--- src/rtl/tl_phase_controller.sv ---
// Intersection phase sequencer: per-phase tick timers, left-turn skip, ped truncation, emergency override.
// All outputs registered (1 clk after inputs); no backpressure, time advances only on the tick strobe.
package tl_pkg;
   typedef enum logic [3:0] {
      S0_GRN_A   = 4'd0,
      S1_YEL_A   = 4'd1,
      S2_LEFT_A  = 4'd2,
      S3_LYEL_A  = 4'd3,
      S4_GRN_B   = 4'd4,
      S5_YEL_B   = 4'd5,
      S6_LEFT_B  = 4'd6,
      S7_LYEL_B  = 4'd7,
      S8_OVR_YEL = 4'd8,
      S9_ALL_RED = 4'd9
   } state_t;
endpackage

module tl_phase_controller
   import tl_pkg::*;
#(
   parameter int unsigned GREEN_S_T = 20,
   parameter int unsigned GREEN_L_T = 8,
   parameter int unsigned YEL_T     = 3,
   parameter int unsigned ALLRED_T  = 2,
   parameter int unsigned PED_CUT_T = 5,
   parameter int unsigned TW        = 8
) (
   input  logic          clk,
   input  logic          rst,
   input  logic          tick,
   input  logic          left_req_a,
   input  logic          left_req_b,
   input  logic          ped_req_a,
   input  logic          ped_req_b,
   input  logic          override_req,
   output state_t        state,
   output logic [TW-1:0] timer_rem,
   output logic          ped_wait_a,
   output logic          ped_wait_b,
   output logic          phase_start
);

   localparam int unsigned TMAX = (1 << TW) - 1;

   if (GREEN_S_T < 1 || GREEN_S_T > TMAX || GREEN_L_T < 1 || GREEN_L_T > TMAX ||
       YEL_T < 1 || YEL_T > TMAX || ALLRED_T < 1 || ALLRED_T > TMAX ||
       PED_CUT_T < 1 || PED_CUT_T > TMAX) begin : g_cfg_err
      $error("tl_phase_controller: every duration must lie in 1..2^TW-1");
   end

   localparam logic [TW-1:0] T_GS  = TW'(GREEN_S_T);
   localparam logic [TW-1:0] T_GL  = TW'(GREEN_L_T);
   localparam logic [TW-1:0] T_Y   = TW'(YEL_T);
   localparam logic [TW-1:0] T_AR  = TW'(ALLRED_T);
   localparam logic [TW-1:0] T_CUT = TW'(PED_CUT_T);
   localparam logic [TW-1:0] T_ONE = TW'(1);

   function automatic logic [TW-1:0] dur(input state_t s);
      case (s)
         S0_GRN_A, S4_GRN_B:   dur = T_GS;
         S2_LEFT_A, S6_LEFT_B: dur = T_GL;
         S9_ALL_RED:           dur = T_AR;
         default:              dur = T_Y;
      endcase
   endfunction

   // next_axis: 0 = axis A (S0) is served next out of all-red, 1 = axis B (S4)
   logic          next_axis, ovr_hold, left_lat_a, left_lat_b;
   state_t        state_n;
   logic [TW-1:0] timer_n;
   logic          next_axis_n, ovr_hold_n, left_lat_a_n, left_lat_b_n;
   logic          ped_wait_a_n, ped_wait_b_n;
   logic          ovr_take, ovr_freeze, trunc;

   always_comb begin
      state_n      = state;
      timer_n      = timer_rem;
      next_axis_n  = next_axis;
      ovr_hold_n   = ovr_hold;
      left_lat_a_n = left_lat_a;
      left_lat_b_n = left_lat_b;
      ovr_take     = override_req && (state != S8_OVR_YEL) && !(state == S9_ALL_RED && ovr_hold);
      ovr_freeze   = override_req && (state == S9_ALL_RED) && ovr_hold;
      trunc        = ((state == S0_GRN_A && ped_wait_b) || (state == S4_GRN_B && ped_wait_a))
                     && (timer_rem > T_CUT);

      if (ovr_take) begin
         // Override in a normal all-red just arms the hold; elsewhere it forces the override yellow.
         ovr_hold_n = 1'b1;
         if (state == S9_ALL_RED) begin
            timer_n = T_AR;
         end else begin
            state_n = S8_OVR_YEL;
            timer_n = T_Y;
         end
      end else if (!ovr_freeze) begin
         if (state == S9_ALL_RED) ovr_hold_n = 1'b0;
         if (tick) begin
            if (timer_rem == T_ONE) begin
               case (state)
                  S0_GRN_A:  state_n = S1_YEL_A;
                  S1_YEL_A:
                     if (left_lat_a) state_n = S2_LEFT_A;
                     else begin
                        state_n      = S9_ALL_RED;
                        next_axis_n  = 1'b1;
                        left_lat_a_n = 1'b0;
                     end
                  S2_LEFT_A: state_n = S3_LYEL_A;
                  S3_LYEL_A: begin
                     state_n      = S9_ALL_RED;
                     next_axis_n  = 1'b1;
                     left_lat_a_n = 1'b0;
                  end
                  S4_GRN_B:  state_n = S5_YEL_B;
                  S5_YEL_B:
                     if (left_lat_b) state_n = S6_LEFT_B;
                     else begin
                        state_n      = S9_ALL_RED;
                        next_axis_n  = 1'b0;
                        left_lat_b_n = 1'b0;
                     end
                  S6_LEFT_B: state_n = S7_LYEL_B;
                  S7_LYEL_B: begin
                     state_n      = S9_ALL_RED;
                     next_axis_n  = 1'b0;
                     left_lat_b_n = 1'b0;
                  end
                  S8_OVR_YEL: state_n = S9_ALL_RED;
                  default:    state_n = next_axis ? S4_GRN_B : S0_GRN_A;
               endcase
               timer_n = dur(state_n);
            end else if (trunc) begin
               timer_n = T_CUT;
            end else begin
               timer_n = timer_rem - T_ONE;
            end
         end
      end

      // A request seen on the same edge as a service clear stays latched for the next cycle.
      left_lat_a_n = left_lat_a_n | left_req_a;
      left_lat_b_n = left_lat_b_n | left_req_b;
      ped_wait_a_n = (ped_wait_a || (ped_req_a && state != S0_GRN_A))
                     && !(state_n == S0_GRN_A && state != S0_GRN_A);
      ped_wait_b_n = (ped_wait_b || (ped_req_b && state != S4_GRN_B))
                     && !(state_n == S4_GRN_B && state != S4_GRN_B);
   end

   always_ff @(posedge clk) begin
      if (rst) begin
         state       <= S9_ALL_RED;
         timer_rem   <= T_AR;
         ped_wait_a  <= 1'b0;
         ped_wait_b  <= 1'b0;
         phase_start <= 1'b0;
         next_axis   <= 1'b0;
         ovr_hold    <= 1'b0;
         left_lat_a  <= 1'b0;
         left_lat_b  <= 1'b0;
      end else begin
         state       <= state_n;
         timer_rem   <= timer_n;
         ped_wait_a  <= ped_wait_a_n;
         ped_wait_b  <= ped_wait_b_n;
         phase_start <= (state_n != state);
         next_axis   <= next_axis_n;
         ovr_hold    <= ovr_hold_n;
         left_lat_a  <= left_lat_a_n;
         left_lat_b  <= left_lat_b_n;
      end
   end

endmodule

--- config.mk ---
export PLATFORM = sky130hd
export DESIGN_NAME = tl_phase_controller
export DESIGN_NICKNAME = d
export VERILOG_FILES = /design/src/rtl/tl_phase_controller.sv
export SDC_FILE = /design/constraint.sdc
export NUM_CORES = 1
export LEC_CHECK = 0
export ABC_AREA = 1
export CAP_MARGIN = 10
export CORE_MARGIN = 1
export CORE_UTILIZATION = 40
export CTS_CLUSTER_SIZE = 10
export DETAILED_ROUTE_END_ITERATION = 8
export DONT_BUFFER_PORTS = 1
export PLACE_DENSITY = 0.52
export SLEW_MARGIN = 20
export SYNTH_ARGS = -nofsm -noshare
export SYNTH_HDL_FRONTEND = slang
export SYNTH_SLANG_ARGS = --single-unit
export TNS_END_PERCENT = 1
--- constraint.sdc ---
create_clock -name clk -period 2.53 [get_ports clk]
set_input_delay 0.1265 -clock clk [delete_from_list [all_inputs] [get_ports clk]]
set_output_delay 0.1265 -clock clk [all_outputs]
set_load 0.03 [all_outputs]
==> results_dict.tcl, run 1 <==
set metrics [dict create \
    outcome "finished clean" \
    number_of_detailed_routing_iterations_run_before_antenna_repair 4 \
    total_clock_buffers_created_by_cts 3 \
    clkPwrFrac 0.213 \
    dr_total_vias 1315 \
    ys_async_sr_fraction 0 \
    comb_power_share 0.303 \
    placementRows 20 \
    synth.yosys.seq_area_share 0.287 \
    finalNetCount 229 \
    grt.overflow.total 0 \
    gp_routability_congestion 0.934 \
    criticalPathCategory "flip-flop to flip-flop" \
    placed_cells_incl_taps 255 \
    tritoncts "yes" \
    die_w_um 59.6 \
    drv_slew 0 \
    core_mm2 0.00310 \
    worst-slew-pin-transition_ns 0.521 \
    starting_drc_count_in_detailed_routing 58 \
    finalCriticalPeriod_ns 2.27 \
    timing.final.setup_violations 0 \
    irDropWorstVdd_uv 159 \
    post_drt_wl_per_cell_um 13.0 \
    drcViolationCount 0 \
    timing.critical_path.from_type "flip-flop" \
    yosys_most_used_dff "sky130_fd_sc_hd__dfxtp_1" \
    maximum_clock_insertion_buffer_count 2 \
    root_buffer "sky130_fd_sc_hd__clkbuf_4" \
    post_synth_edffs 0 \
    ios 23 \
    crit_fanout 13 \
    dp_hpwl_um 2640 \
    sw_frac_of_total 0.409 \
    final_hold_viol_count 0 \
    htree_num_levels 1 \
    clock_sinks 19 \
    fill_cells 359 \
    power_frac_seq 0.484 \
    worstHoldPathType "input port to flip-flop" \
    final_layout_size_suffix_gt1_frac 0.165 \
    syn_area_per_cell_um2 6.31 \
    worstSetupEndpointType "flip-flop" \
    power.internal_mw 0.470 \
    yosys_warns 0 \
    synth.cell_area_mm2 0.00133 \
    net_switching_power_figure_mw 0.326 \
    total_chip_power_mw 0.796 \
    die_h_um 59.6 \
    detail_route.wirelength_um 3400 \
    finalCoreUtilization 0.465 \
    area_growth_pct 8.78 \
    die_area_mm2 0.00355 \
    arrival_ns 2.48 \
    effective_utilization_at_floorplan 0.427 \
    rsz0062_at_grt "false" \
    required_ns 2.74 \
    global_route_wire_length_before_repair_um 5840 \
    cts.repair.resized 0 \
    max_cap_viol_count 0 \
    io_buffers 0 \
    ys_ff_latch 19 \
    postRouteAntennaNets 0 \
    power.density_cell_area_mw_per_mm2 552 \
    clock_insertion_delay_worst_skew_ns 0.32 \
    syn_nets 220 \
    finClkSkew_ns 0.00718 \
    n_antenna_cell 0 \
    clkSlewWorstSetupHoldPaths_ns 0.12 \
    layout_worst_path_cycle_share 0.896 \
    global_routing_usage_summed_across_all_routing_layers 0.217 \
    regToRegSetupSlack_ns 0.26 \
    via_per_inst 5.02 \
    grt_max_degree 14 \
    maximum_achievable_frequency_mhz 441 \
    grt_antenna_before_repair 0 \
    synth.lib_cells_used.distinct 26 \
    total_leakage_power_nw 0.712 \
    vias_in_the_first_global_route 1358 \
    timing.max_slew.rel_slack 0.652 \
    fin_cells 262 \
    post_synth_inst_count 210 \
    timing.setup.tns_ns 0 \
]
-- what timing repair did --
action	in CTS	in global routing
setup buffers	0	0
setup endpoints to repair	0	0
hold buffers	3	0
hold endpoints to repair	14	0
-- routing by layer --
layer | wire length [µm] | track usage | up-vias | share of wire
met5 | 0 | 0 | - | 0
li1 | - | - | 685 | -
met1 | 1580 | 0.268 | 600 | 0.46
met4 | 32 | 0.0664 | 0 | 0.0094
met2 | 1650 | 0.390 | 26 | 0.49
met3 | 135 | 0.0262 | 4 | 0.040
-- sequential cells by signal (all words and copies together), names as in the netlist --
register,flops
phase_start,1
ovr_hold,1
left_lat_a,1
timer_rem,8
ped_wait_b,1
next_axis,1
left_lat_b,1
ped_wait_a,1
state,4
-- path summary, 6_finish.rpt --
| path | start | to | cells after the start |
|---|---|---|---|
| worst min-delay path | override_req | ovr_hold$_SDFFE_PP0P_ | 2 |
| worst min register to register | left_lat_b$_SDFF_PP0_ | left_lat_b$_SDFF_PP0_ | 2 |
| worst max-delay path | state[2]$_SDFF_PP0_ | left_lat_a$_SDFF_PP0_ | 9 |
| worst max register to register | state[2]$_SDFF_PP0_ | left_lat_a$_SDFF_PP0_ | 9 |
-- placed cells by master, fill, tap and decap left out --
master and count:
sky130_fd_sc_hd__nor3_1 7, sky130_fd_sc_hd__inv_1 25, sky130_fd_sc_hd__dfxtp_1 19, sky130_fd_sc_hd__or2_2 1, sky130_fd_sc_hd__buf_4 5, sky130_fd_sc_hd__nor2_2 6
sky130_fd_sc_hd__nand4_1 2, sky130_fd_sc_hd__a21oi_1 11, sky130_fd_sc_hd__o2111ai_1 1, sky130_fd_sc_hd__ha_1 2, sky130_fd_sc_hd__o21ai_0 9, sky130_fd_sc_hd__nand3_2 6
sky130_fd_sc_hd__dlygate4sd3_1 3, sky130_fd_sc_hd__inv_2 5, sky130_fd_sc_hd__a21oi_2 1, sky130_fd_sc_hd__nor2_4 1, sky130_fd_sc_hd__nor2_1 20, sky130_fd_sc_hd__a31oi_1 2
sky130_fd_sc_hd__nor2_8 1, sky130_fd_sc_hd__o21ai_1 4, sky130_fd_sc_hd__nand2_1 55, sky130_fd_sc_hd__nand2_2 5, sky130_fd_sc_hd__xor2_1 3, sky130_fd_sc_hd__inv_4 1
sky130_fd_sc_hd__nand3_1 19, sky130_fd_sc_hd__clkbuf_4 3, sky130_fd_sc_hd__clkinv_2 1
-- power by group through the flow --
stage          Combinational [mW]  Sequential (mW)  Clock [mW]
2_1_floorplan               0.184            0.396           0
3_3_place_gp                0.234            0.393           0
3_5_place_dp                0.234            0.393           0
4_1_cts                     0.243            0.386       0.169
5_1_grt                     0.275            0.390       0.185
6_report                    0.241            0.385       0.169
-- per-stage QoR --
stage,hold WS [ns],instance area (µm²),worst slack (ns)
after floorplan,0.260,1330,0.627
after global placement,0.198,1380,0.411
after detailed placement,0.200,1380,0.396
after CTS,0.0304,1440,0.265
after global routing,0.0541,1440,0.0942
final,0.0393,1440,0.262
-- area by class of cell --
cell class	count	area (µm²)	share of cell area
repair buffers	8	67.6	0.0469
inverters	31	119	0.0825
flip-flops and latches	19	380	0.264
clock buffers	3	22.5	0.0156
clock inverters	1	5.00	0.00347
multi-input cells	156	792	0.549
well taps	44	55.1	0.0382
-- Yosys cell counts (all sizes together), types with 3 or more instances --
cell type   n  area share
nand2      60        0.18
inv        31       0.090
nor2       28        0.11
nand3      25        0.12
dfxtp      19        0.29
o21ai      13       0.049
a21oi      12       0.048
nor3        7       0.026
buf         3       0.023
xor2        3       0.020
-- worst max-delay path: stages (launching register included) --
cell and delay [ns]:
sky130_fd_sc_hd__dfxtp_1 0.45, sky130_fd_sc_hd__inv_1 0.22, sky130_fd_sc_hd__nand2_1 0.09, sky130_fd_sc_hd__nor2_2 0.14, sky130_fd_sc_hd__nand2_1 0.08, sky130_fd_sc_hd__nand3_2 0.26, sky130_fd_sc_hd__nand3_1 0.10, sky130_fd_sc_hd__o21ai_0 0.18
sky130_fd_sc_hd__a21oi_1 0.08, sky130_fd_sc_hd__dlygate4sd3_1 0.57
-- kinds of logic (layout without fill, tap and decap cells) --
logic type,Yosys count,after routing,synth area share
xor gates and xnor gates,3,3,0.0198
and+or+nand+nor,123,123,0.446
AOI/OAI and AO/OA,28,28,0.113
DFF,19,19,0.287
buffers and inverters,35,43,0.115
adders and majority gates,2,2,0.0189
Note: power is estimated with default switching activity, not from simulation.
==> run 2, diff against run 1 <==
clock period = 2.8 ns   (was 2.53 ns; I/O delays follow)
==> run 2 against run 1 <==
Net effect:
- setup slack better by 0.20 ns
- wire length is 1.1% higher
- via count is 1.1% higher
- largest cell class unchanged
- fmax is 3.1% lower
- non-clock buffer count is 2 lower
- cell area is 0.87% lower
==> results_dict.tcl, run 2 (synthesis gave the netlist of run 1 again) <==
set metrics [dict create \
    outcome "finished clean" \
    fill_cells 359 \
    required_ns 3.01 \
    post_drt_wl_per_cell_um 13.2 \
    cts.repair.resized 0 \
    maximum_achievable_frequency_mhz 427 \
    finClkSkew_ns 0.0102 \
    die_area_mm2 0.00355 \
    global_route_wire_length_before_repair_um 5640 \
    root_buffer "sky130_fd_sc_hd__clkbuf_4" \
    timing.max_slew.rel_slack 0.646 \
    placementRows 20 \
    grt.overflow.total 0 \
    global_routing_usage_summed_across_all_routing_layers 0.215 \
    max_cap_viol_count 0 \
    total_leakage_power_nw 0.701 \
    n_antenna_cell 0 \
    layout_worst_path_cycle_share 0.836 \
    final_hold_viol_count 0 \
    final_layout_size_suffix_gt1_frac 0.153 \
    vias_in_the_first_global_route 1298 \
    area_growth_pct 7.84 \
    dr_total_vias 1330 \
    criticalPathCategory "flip-flop to flip-flop" \
    worst-slew-pin-transition_ns 0.531 \
    htree_num_levels 1 \
    dp_hpwl_um 2660 \
    largest_reg_flops 8 \
    gp_routability_congestion 0.875 \
    effective_utilization_at_floorplan 0.427 \
    irDropWorstVdd_uv 174 \
    grt_max_degree 14 \
    die_h_um 59.6 \
    worstSetupEndpointType "flip-flop" \
    timing.critical_path.from_type "flip-flop" \
    worstHoldPathType "input port to flip-flop" \
    core_mm2 0.00310 \
    starting_drc_count_in_detailed_routing 74 \
    maximum_clock_insertion_buffer_count 2 \
    tritoncts "yes" \
    regToRegSetupSlack_ns 0.46 \
    rsz0062_at_grt "false" \
    io_buffers 0 \
    reg.largest.list "timer_rem x8, state x4" \
    clock_insertion_delay_worst_skew_ns 0.31 \
    finalNetCount 227 \
    clock_sinks 19 \
    drv_slew 0 \
    timing.final.setup_violations 0 \
    die_w_um 59.6 \
    total_clock_buffers_created_by_cts 3 \
    ios 23 \
    most_common_cell_after_layout_fill_and_taps_aside "sky130_fd_sc_hd__nand2_1" \
    via_per_inst 5.12 \
    arrival_ns 2.55 \
    crit_fanout 7 \
    drcViolationCount 0 \
    grt_antenna_before_repair 0 \
    clkSlewWorstSetupHoldPaths_ns 0.12 \
    power.density_cell_area_mw_per_mm2 496 \
    detail_route.wirelength_um 3440 \
    timing.setup.tns_ns 0 \
    layout_common_cells "sky130_fd_sc_hd__nand2_1, sky130_fd_sc_hd__inv_1, sky130_fd_sc_hd__nor2_1" \
    finalCriticalPeriod_ns 2.34 \
    hold_slack_ns 0.0417 \
    registers.top_by_ff_count "timer_rem" \
    number_of_detailed_routing_iterations_run_before_antenna_repair 4 \
    postRouteAntennaNets 0 \
]
run 2: cell types whose count changed in the layout (fill, tap and decap cells not counted):
cell,change
sky130_fd_sc_hd__dlygate4sd3_1,+1
sky130_fd_sc_hd__buf_4,-3
run 2: cell type report:
| class | instances | area, µm² | area share |
|---|---|---|---|
| Clock buffer | 3 | 22.5 | 0.0158 |
| Clock inverter | 1 | 5.00 | 0.00350 |
| Inverter | 31 | 119 | 0.0832 |
| Multi-Input combinational cell | 156 | 792 | 0.554 |
| Sequential cell | 19 | 380 | 0.266 |
| Tap cell | 44 | 55.1 | 0.0385 |
| Timing Repair Buffer | 6 | 55.1 | 0.0385 |
run 2: repair_timing:
item                                    in CTS  in global routing
setup buffers                                0                  0
hold buffers                                 3                  1
endpoints found under the hold margin       12                  1
endpoints found under the setup margin       0                  0
run 2: critical path: stages (launching register included):
cell and delay [ns]:
sky130_fd_sc_hd__dfxtp_1 0.63, sky130_fd_sc_hd__ha_1 0.28, sky130_fd_sc_hd__nand2_2 0.10, sky130_fd_sc_hd__nor2_8 0.19, sky130_fd_sc_hd__nand3_2 0.18, sky130_fd_sc_hd__o21ai_0 0.20, sky130_fd_sc_hd__a21oi_1 0.08, sky130_fd_sc_hd__dlygate4sd3_1 0.57
run 2: worst paths after layout:
| path | start | cells past startpoint | end |
|---|---|---|---|
| setup reg to reg | timer_rem[0]$_SDFFE_PP0P_ | 7 | left_lat_b$_SDFF_PP0_ |
| hold reg to reg | left_lat_a$_SDFF_PP0_ | 2 | left_lat_a$_SDFF_PP0_ |
| setup / recovery | timer_rem[0]$_SDFFE_PP0P_ | 7 | left_lat_b$_SDFF_PP0_ |
| hold / removal | override_req | 2 | ovr_hold$_SDFFE_PP0P_ |
run 2: per-stage QoR:
step                setup WS, ns  power [mW]  utilization  instance area (µm²)  instances
floorplan                  0.897       0.524            -                 1330        210
global placement           0.650       0.559        0.439                 1360        252
detailed placement         0.601       0.559        0.439                 1360        252
CTS                        0.456       0.717        0.457                 1420        259
global route               0.291       0.767        0.460                 1430        260
finish                     0.460       0.709        0.460                 1430        260
run 2: layer usage:
layer  wire length, µm  part of all wire  GRT usage
met5                 0                 0          0
met3               170             0.049     0.0371
met4                35             0.010     0.0831
met1              1520              0.44      0.256
met2              1720              0.50      0.380
run 2: power by group:
| group | total [mW] | internal, mW | switching [mW] | leakage, nW |
|---|---|---|---|---|
| Sequential | 0.358 | 0.294 | 0.0647 | 0.156 |
| Clock | 0.147 | 0.0533 | 0.0933 | 0.0177 |
| Combinational | 0.204 | 0.0729 | 0.131 | 0.528 |
